[src/rtl/fetch_stage_pkg.sv]
// Shared definitions for the fetch stage and the pipeline registers behind it.
package fetch_stage_pkg;

    typedef enum logic [1:0] {
        IDLE  = 2'd0,
        FETCH = 2'd1,
        HOLD  = 2'd2
    } fetch_state_e;

    // Instruction word injected when a pipeline slot is flushed.
    localparam logic [31:0] NOP              = 32'h0000_0000;
    localparam logic [31:0] RESET_PC_DEFAULT = 32'h0000_0000;

endpackage

[src/rtl/ifid_reg.sv]
// Pipeline register between fetch and decode: load, hold or flush, plus a valid bit.
// Flush clears valid and replaces the instruction with NOP; the PC fields keep their
// last value since nothing downstream looks at them while valid is low.
module ifid_reg
    import fetch_stage_pkg::*;
#(
    parameter int WIDTH = 32
) (
    input  logic             clk,
    input  logic             reset,
    input  logic             load,
    input  logic             flush,
    input  logic [WIDTH-1:0] d_instr,
    input  logic [WIDTH-1:0] d_pc,
    input  logic [WIDTH-1:0] d_pc4,
    output logic             valid,
    output logic [WIDTH-1:0] instr,
    output logic [WIDTH-1:0] pc,
    output logic [WIDTH-1:0] pc4
);

    // Priority: reset, then flush, then load; otherwise hold.
    always_ff @(posedge clk) begin
        if (reset) begin
            valid <= 1'b0;
            instr <= '0;
            pc    <= '0;
            pc4   <= '0;
        end else if (flush) begin
            valid <= 1'b0;
            instr <= WIDTH'(NOP);
        end else if (load) begin
            valid <= 1'b1;
            instr <= d_instr;
            pc    <= d_pc;
            pc4   <= d_pc4;
        end
    end

endmodule

[src/rtl/fetch_stage.sv]
// Instruction fetch stage: PC, fetch FSM, one-entry skid buffer and the IF/ID register.
module fetch_stage
    import fetch_stage_pkg::*;
#(
    parameter int               WIDTH    = 32,
    parameter logic [WIDTH-1:0] RESET_PC = WIDTH'(RESET_PC_DEFAULT)
) (
    input  logic             clk,
    input  logic             reset,
    input  logic             stall,
    input  logic             redirect,
    input  logic [WIDTH-1:0] redirect_pc,
    output logic             imem_req,
    output logic [WIDTH-1:0] imem_addr,
    input  logic             imem_ready,
    input  logic [WIDTH-1:0] imem_rdata,
    output logic             ifid_valid,
    output logic [WIDTH-1:0] ifid_instr,
    output logic [WIDTH-1:0] ifid_pc,
    output logic [WIDTH-1:0] ifid_pc4
);

    fetch_state_e     state, state_nxt;
    logic [WIDTH-1:0] pc, pc_nxt;
    logic [WIDTH-1:0] skid_instr, skid_pc;
    logic             skid_load, skid_clear;
    logic             ld, fl;
    logic [WIDTH-1:0] ld_instr, ld_pc;

    // The fetch address is always the PC; a request is only issued in FETCH.
    always_comb begin
        imem_req  = (state == FETCH);
        imem_addr = pc;
    end

    // Next-state, PC update and IF/ID / skid control; redirect beats everything.
    always_comb begin
        state_nxt  = state;
        pc_nxt     = pc;
        ld         = 1'b0;
        fl         = 1'b0;
        ld_instr   = imem_rdata;
        ld_pc      = pc;
        skid_load  = 1'b0;
        skid_clear = 1'b0;
        if (redirect) begin
            // Low bits dropped so the target is always word aligned.
            pc_nxt     = redirect_pc & ~WIDTH'(3);
            fl         = 1'b1;
            skid_clear = 1'b1;
            state_nxt  = FETCH;
        end else begin
            case (state)
                IDLE: state_nxt = FETCH;
                FETCH: begin
                    if (imem_ready && !stall) begin
                        ld     = 1'b1;
                        pc_nxt = pc + WIDTH'(4);
                    end else if (imem_ready && stall) begin
                        // Word arrived but decode is busy: park it, stop requesting.
                        skid_load = 1'b1;
                        state_nxt = HOLD;
                    end else if (!stall) begin
                        fl = 1'b1;
                    end
                end
                HOLD: begin
                    if (!stall) begin
                        ld        = 1'b1;
                        ld_instr  = skid_instr;
                        ld_pc     = skid_pc;
                        pc_nxt    = pc + WIDTH'(4);
                        state_nxt = FETCH;
                    end
                end
                default: state_nxt = IDLE;
            endcase
        end
    end

    // State, PC and skid buffer registers.
    always_ff @(posedge clk) begin
        if (reset) begin
            state      <= IDLE;
            pc         <= RESET_PC;
            skid_instr <= '0;
            skid_pc    <= '0;
        end else begin
            state <= state_nxt;
            pc    <= pc_nxt;
            if (skid_clear) begin
                skid_instr <= '0;
                skid_pc    <= '0;
            end else if (skid_load) begin
                skid_instr <= imem_rdata;
                skid_pc    <= pc;
            end
        end
    end

    ifid_reg #(.WIDTH(WIDTH)) u_ifid (
        .clk     (clk),
        .reset   (reset),
        .load    (ld),
        .flush   (fl),
        .d_instr (ld_instr),
        .d_pc    (ld_pc),
        .d_pc4   (ld_pc + WIDTH'(4)),
        .valid   (ifid_valid),
        .instr   (ifid_instr),
        .pc      (ifid_pc),
        .pc4     (ifid_pc4)
    );

endmodule
[config.mk]
export PLATFORM = sky130hd
export DESIGN_NAME = fetch_stage
export DESIGN_NICKNAME = d
export VERILOG_FILES = /design/src/rtl/fetch_stage_pkg.sv /design/src/rtl/ifid_reg.sv /design/src/rtl/fetch_stage.sv
export SDC_FILE = /design/constraint.sdc
export NUM_CORES = 1
export LEC_CHECK = 0
export CAP_MARGIN = 0
export CORE_ASPECT_RATIO = 0.8
export CORE_UTILIZATION = 35
export CTS_BUF_LIST = sky130_fd_sc_hd__clkbuf_4 sky130_fd_sc_hd__clkbuf_8
export DETAILED_ROUTE_END_ITERATION = 16
export HOLD_SLACK_MARGIN = 0.06
export PLACE_DENSITY = 0.69
export SKIP_LAST_GASP = 1
export SLEW_MARGIN = 20
export SYNTH_ARGS = -nofsm -noshare
export SYNTH_HDL_FRONTEND = slang
export SYNTH_SLANG_ARGS = --single-unit
[constraint.sdc]
create_clock -name clk -period 5.4 [get_ports clk]
set_clock_uncertainty 0.1 [all_clocks]
set_input_delay 1.35 -clock clk [delete_from_list [all_inputs] [get_ports clk]]
set_output_delay 1.35 -clock clk [all_outputs]
set_load 0.05 [all_outputs]
==> summary.md <==
| Metric | Value |
|---|---|
| DR vias | 8559 |
| Maxcap violations | 0 |
| Top cell type's share of synthesized area | 42.1% |
| Initial antenna violation count | 1 |
| Largest net degree at the start of global routing | 65 |
| Slew Viols, Final | 0 |
| Worst min path class | flop to flop |
| Asr flop ratio synth | 0% |
| Die Y | 145 um |
| Initial DRC count | 602 |
| Total negative setup slack | 0 ps |
| Pwr per Cell Area | 244 nW/um^2 |
| DRC | 0 |
| Global-route usage over all layers | 21.1% |
| Final min period | 4160 ps |
| Clock Sinks | 187 |
| Reg2reg end | u_ifid.pc4[28] |
| Leakage power | 3.91 nW |
| Setup violators final | 0 |
| Post-synthesis register bit count | 187 |
| Most used DFF post-synth | dfxtp_1 |
| Fin Hold WS | 359 ps |
| Least-Margin Pin Slew | 1020 ps |
| ANT cells | 0 |
| # fillers | 2423 |
| Area occupied by multi-input gates | 4740 sq um |
| Post-DP HPWL | 19800 um |
| # nets final | 1312 |
| Fmax | 241 MHz |
| Worst EP arrival | 4420 ps |
| Critical Path Source Type | primary input |
| Max clock buf depth | 2 |
| Root buffer cell | clkbuf_8 |
| Worst Setup SP | redirect |
| Distinct cells, synth | 61 |
| Seq. cell area | 3740 sq um |
| Reg2reg start | state[0] |
| I/O Buffers | 190 |
| WS Path Type | primary input to flop |
| Vias/cell | 5.46 |
| Post-Syn Area per Cell | 8.14 sq um |
| Row cnt | 51 |
| Status | complete, no violations |
| Post-synthesis sequential area ratio | 42.1% |
| Syn Std Cell Area | 8900 sq um |
| Register-to-register setup slack | 1940 ps |
| Total gr overflow | 0 |
| CTS tree | yes |
| RSZ-0062 raised after global routing | false |
| Fin util | 46.3% |
| Core area | 24600 sq um |
| Vias in the first global route | 7808 |
| Post-CTS Hold Buffers | 0 |
| Post-CTS resize count | 0 |
| Post-CTS Setup Repair Bufs | 0 |
| Total Die Area | 26100 sq um |
| Worst-skew pair later-pin latency | 480 ps |
| CTS Buf Count | 17 |
| Period utilization | 76.9% |
| Final Power | 2.78 mW |
| Drt total wl | 28000 um |
| Initial Util | 36.1% |
| H-tree levels | 4 |
| Area Overhead vs Synth | 28.2% |
| Endpoints failing hold | 0 |
| Num ports | 199 |
| Final GP Congestion | 0.927 |
| YS warnings | 0 |
| Slew HR | 32.2% |
| Fraction of layout cells with a size suffix above 1 | 6.56% |
| Initial DRT Pass Iterations | 6 |
| WL/cell | 17.8 um |
| Ranking of synthesized cells by area | dfxtp_1 (42%), nand2_1 (8.1%), mux2i_1 (7.0%), a211oi_1 (6.4%), nor2_1 (5.5%) |
| Crit path max fanout | 21 |
| Crit. End Element | flop |
| Synth area leader | dfxtp_1 |
| Clock-pin transition on the worst setup and hold timing paths | 100 ps |
| First-pass GRT wire length | 43400 um |
| EDFF count, synth | 0 |
| CP Data Required Time | 5660 ps |
| DRT antenna net count | 0 |
| VDD IR max | 0.000148 V |
| Worst R2R Path Depth | 11 |
| Die W | 180 um |
| Mapped Cells | 1093 |
| Worst Setup EP | u_ifid.pc4[28] |
synth_stat cells (5+ instances only):
cell	instances
nor2_1	131
a211oi_1	76
a311oi_1	6
nand4_1	18
xor2_1	21
clkbuf_1	64
mux2i_1	62
dfxtp_1	187
buf_2	16
or3_1	7
inv_1	10
o211ai_1	7
nor4_1	9
nor3_1	17
nand3_1	43
o22ai_1	9
and3_1	13
ha_1	6
xnor2_1	16
a21oi_1	77
buf_4	7
nand2_1	193
o21ai_0	18
o311ai_0	5
or4_1	5
o221ai_1	5
layer usage:
metal,track usage [%],part of all wire [%]
met4,6.57,1.9
met3,4.68,7.8
met1,28.7,45
met2,33.4,45
met5,0,0
power by group:
part	switching, mW	internal (mW)
logic	0.226	0.134
clock network	0.569	0.398
registers	0.0460	1.40
total	0.841	1.94
how the worst min path moves through the flow:
stage / slack [ps] / start / to / cells after the start
2_1_floorplan: 340 / skid_instr[0] / skid_instr[0] / 2
4_1_cts: 360 / skid_instr[11] / skid_instr[11] / 2
3_3_place_gp: 340 / skid_instr[5] / skid_instr[5] / 2
5_1_grt: 380 / skid_instr[4] / skid_instr[4] / 2
6_report: 360 / skid_instr[22] / skid_instr[22] / 2
3_5_place_dp: 350 / skid_instr[24] / skid_instr[24] / 2
cell type report:
| type | instances | area share, % |
|---|---|---|
| multi-input combinational | 807 | 41.5 |
| clock inverter | 14 | 1.33 |
| sequential | 187 | 32.8 |
| timing repair buffer | 213 | 18.3 |
| clock buffer | 18 | 2.17 |
| inverter | 11 | 0.362 |
| tap | 318 | 3.49 |
sequential cells by signal (all words and copies together), names as in the netlist:
name / count
skid_instr: 32
u_ifid.instr: 32
imem_addr: 30
skid_pc: 30
u_ifid.pc4: 30
u_ifid.pc: 30
state: 2
u_ifid.valid: 1
critical path: stages:
cell,delay (ps)
clkdlybuf4s50_1,670
or3b_4,440
nand2_1,100
nand2_1,120
ha_1,290
nand2_1,90
nor4_2,380
o21ai_2,260
or4_1,450
a32o_1,260
stage by stage:
| stage | cell area (sq um) | setup WS [ps] | instances |
|---|---|---|---|
| 4_1_cts | 11400 | 1320 | 1568 |
| 3_3_place_gp | 11000 | 910 | 1536 |
| 2_1_floorplan | 8910 | 1190 | 1098 |
| 5_1_grt | 11400 | 1140 | 1568 |
| 3_5_place_dp | 11000 | 824 | 1536 |
| 6_report | 11400 | 1240 | 1568 |
cell families after synthesis:
group	synth area share [%]
buffers and inverters	5.25
flip-flops	42.1
AO/OA/AOI/OAI	16.9
XOR/XNOR	3.64
other	0.0422
multiplexers	7.64
adder cells (fa/ha/maj)	0.844
AND/OR/NAND/NOR	23.6
layout by cell type (no fill, tap or decap), types with 7 or more instances in the layout:
cell type        Yosys  layout
o21ai_0             18      18
o22ai_1              9       9
clkbuf_8             0      18
dfxtp_1            187     187
and3_1              13      13
nor3_1              17      17
inv_1               10      10
xnor2_1             16      16
nand3_1             43      43
xor2_1              21      21
a21oi_1             77      77
buf_4                7      22
nor4_1               9       9
nand4_1             18      18
mux2i_1             62      62
o211ai_1             7       7
or3_1                7       7
nand2_1            193     192
nor2_1             131     128
a211oi_1            76      76
clkdlybuf4s50_1      0     189
Note: power is estimated with default switching activity, not from simulation.
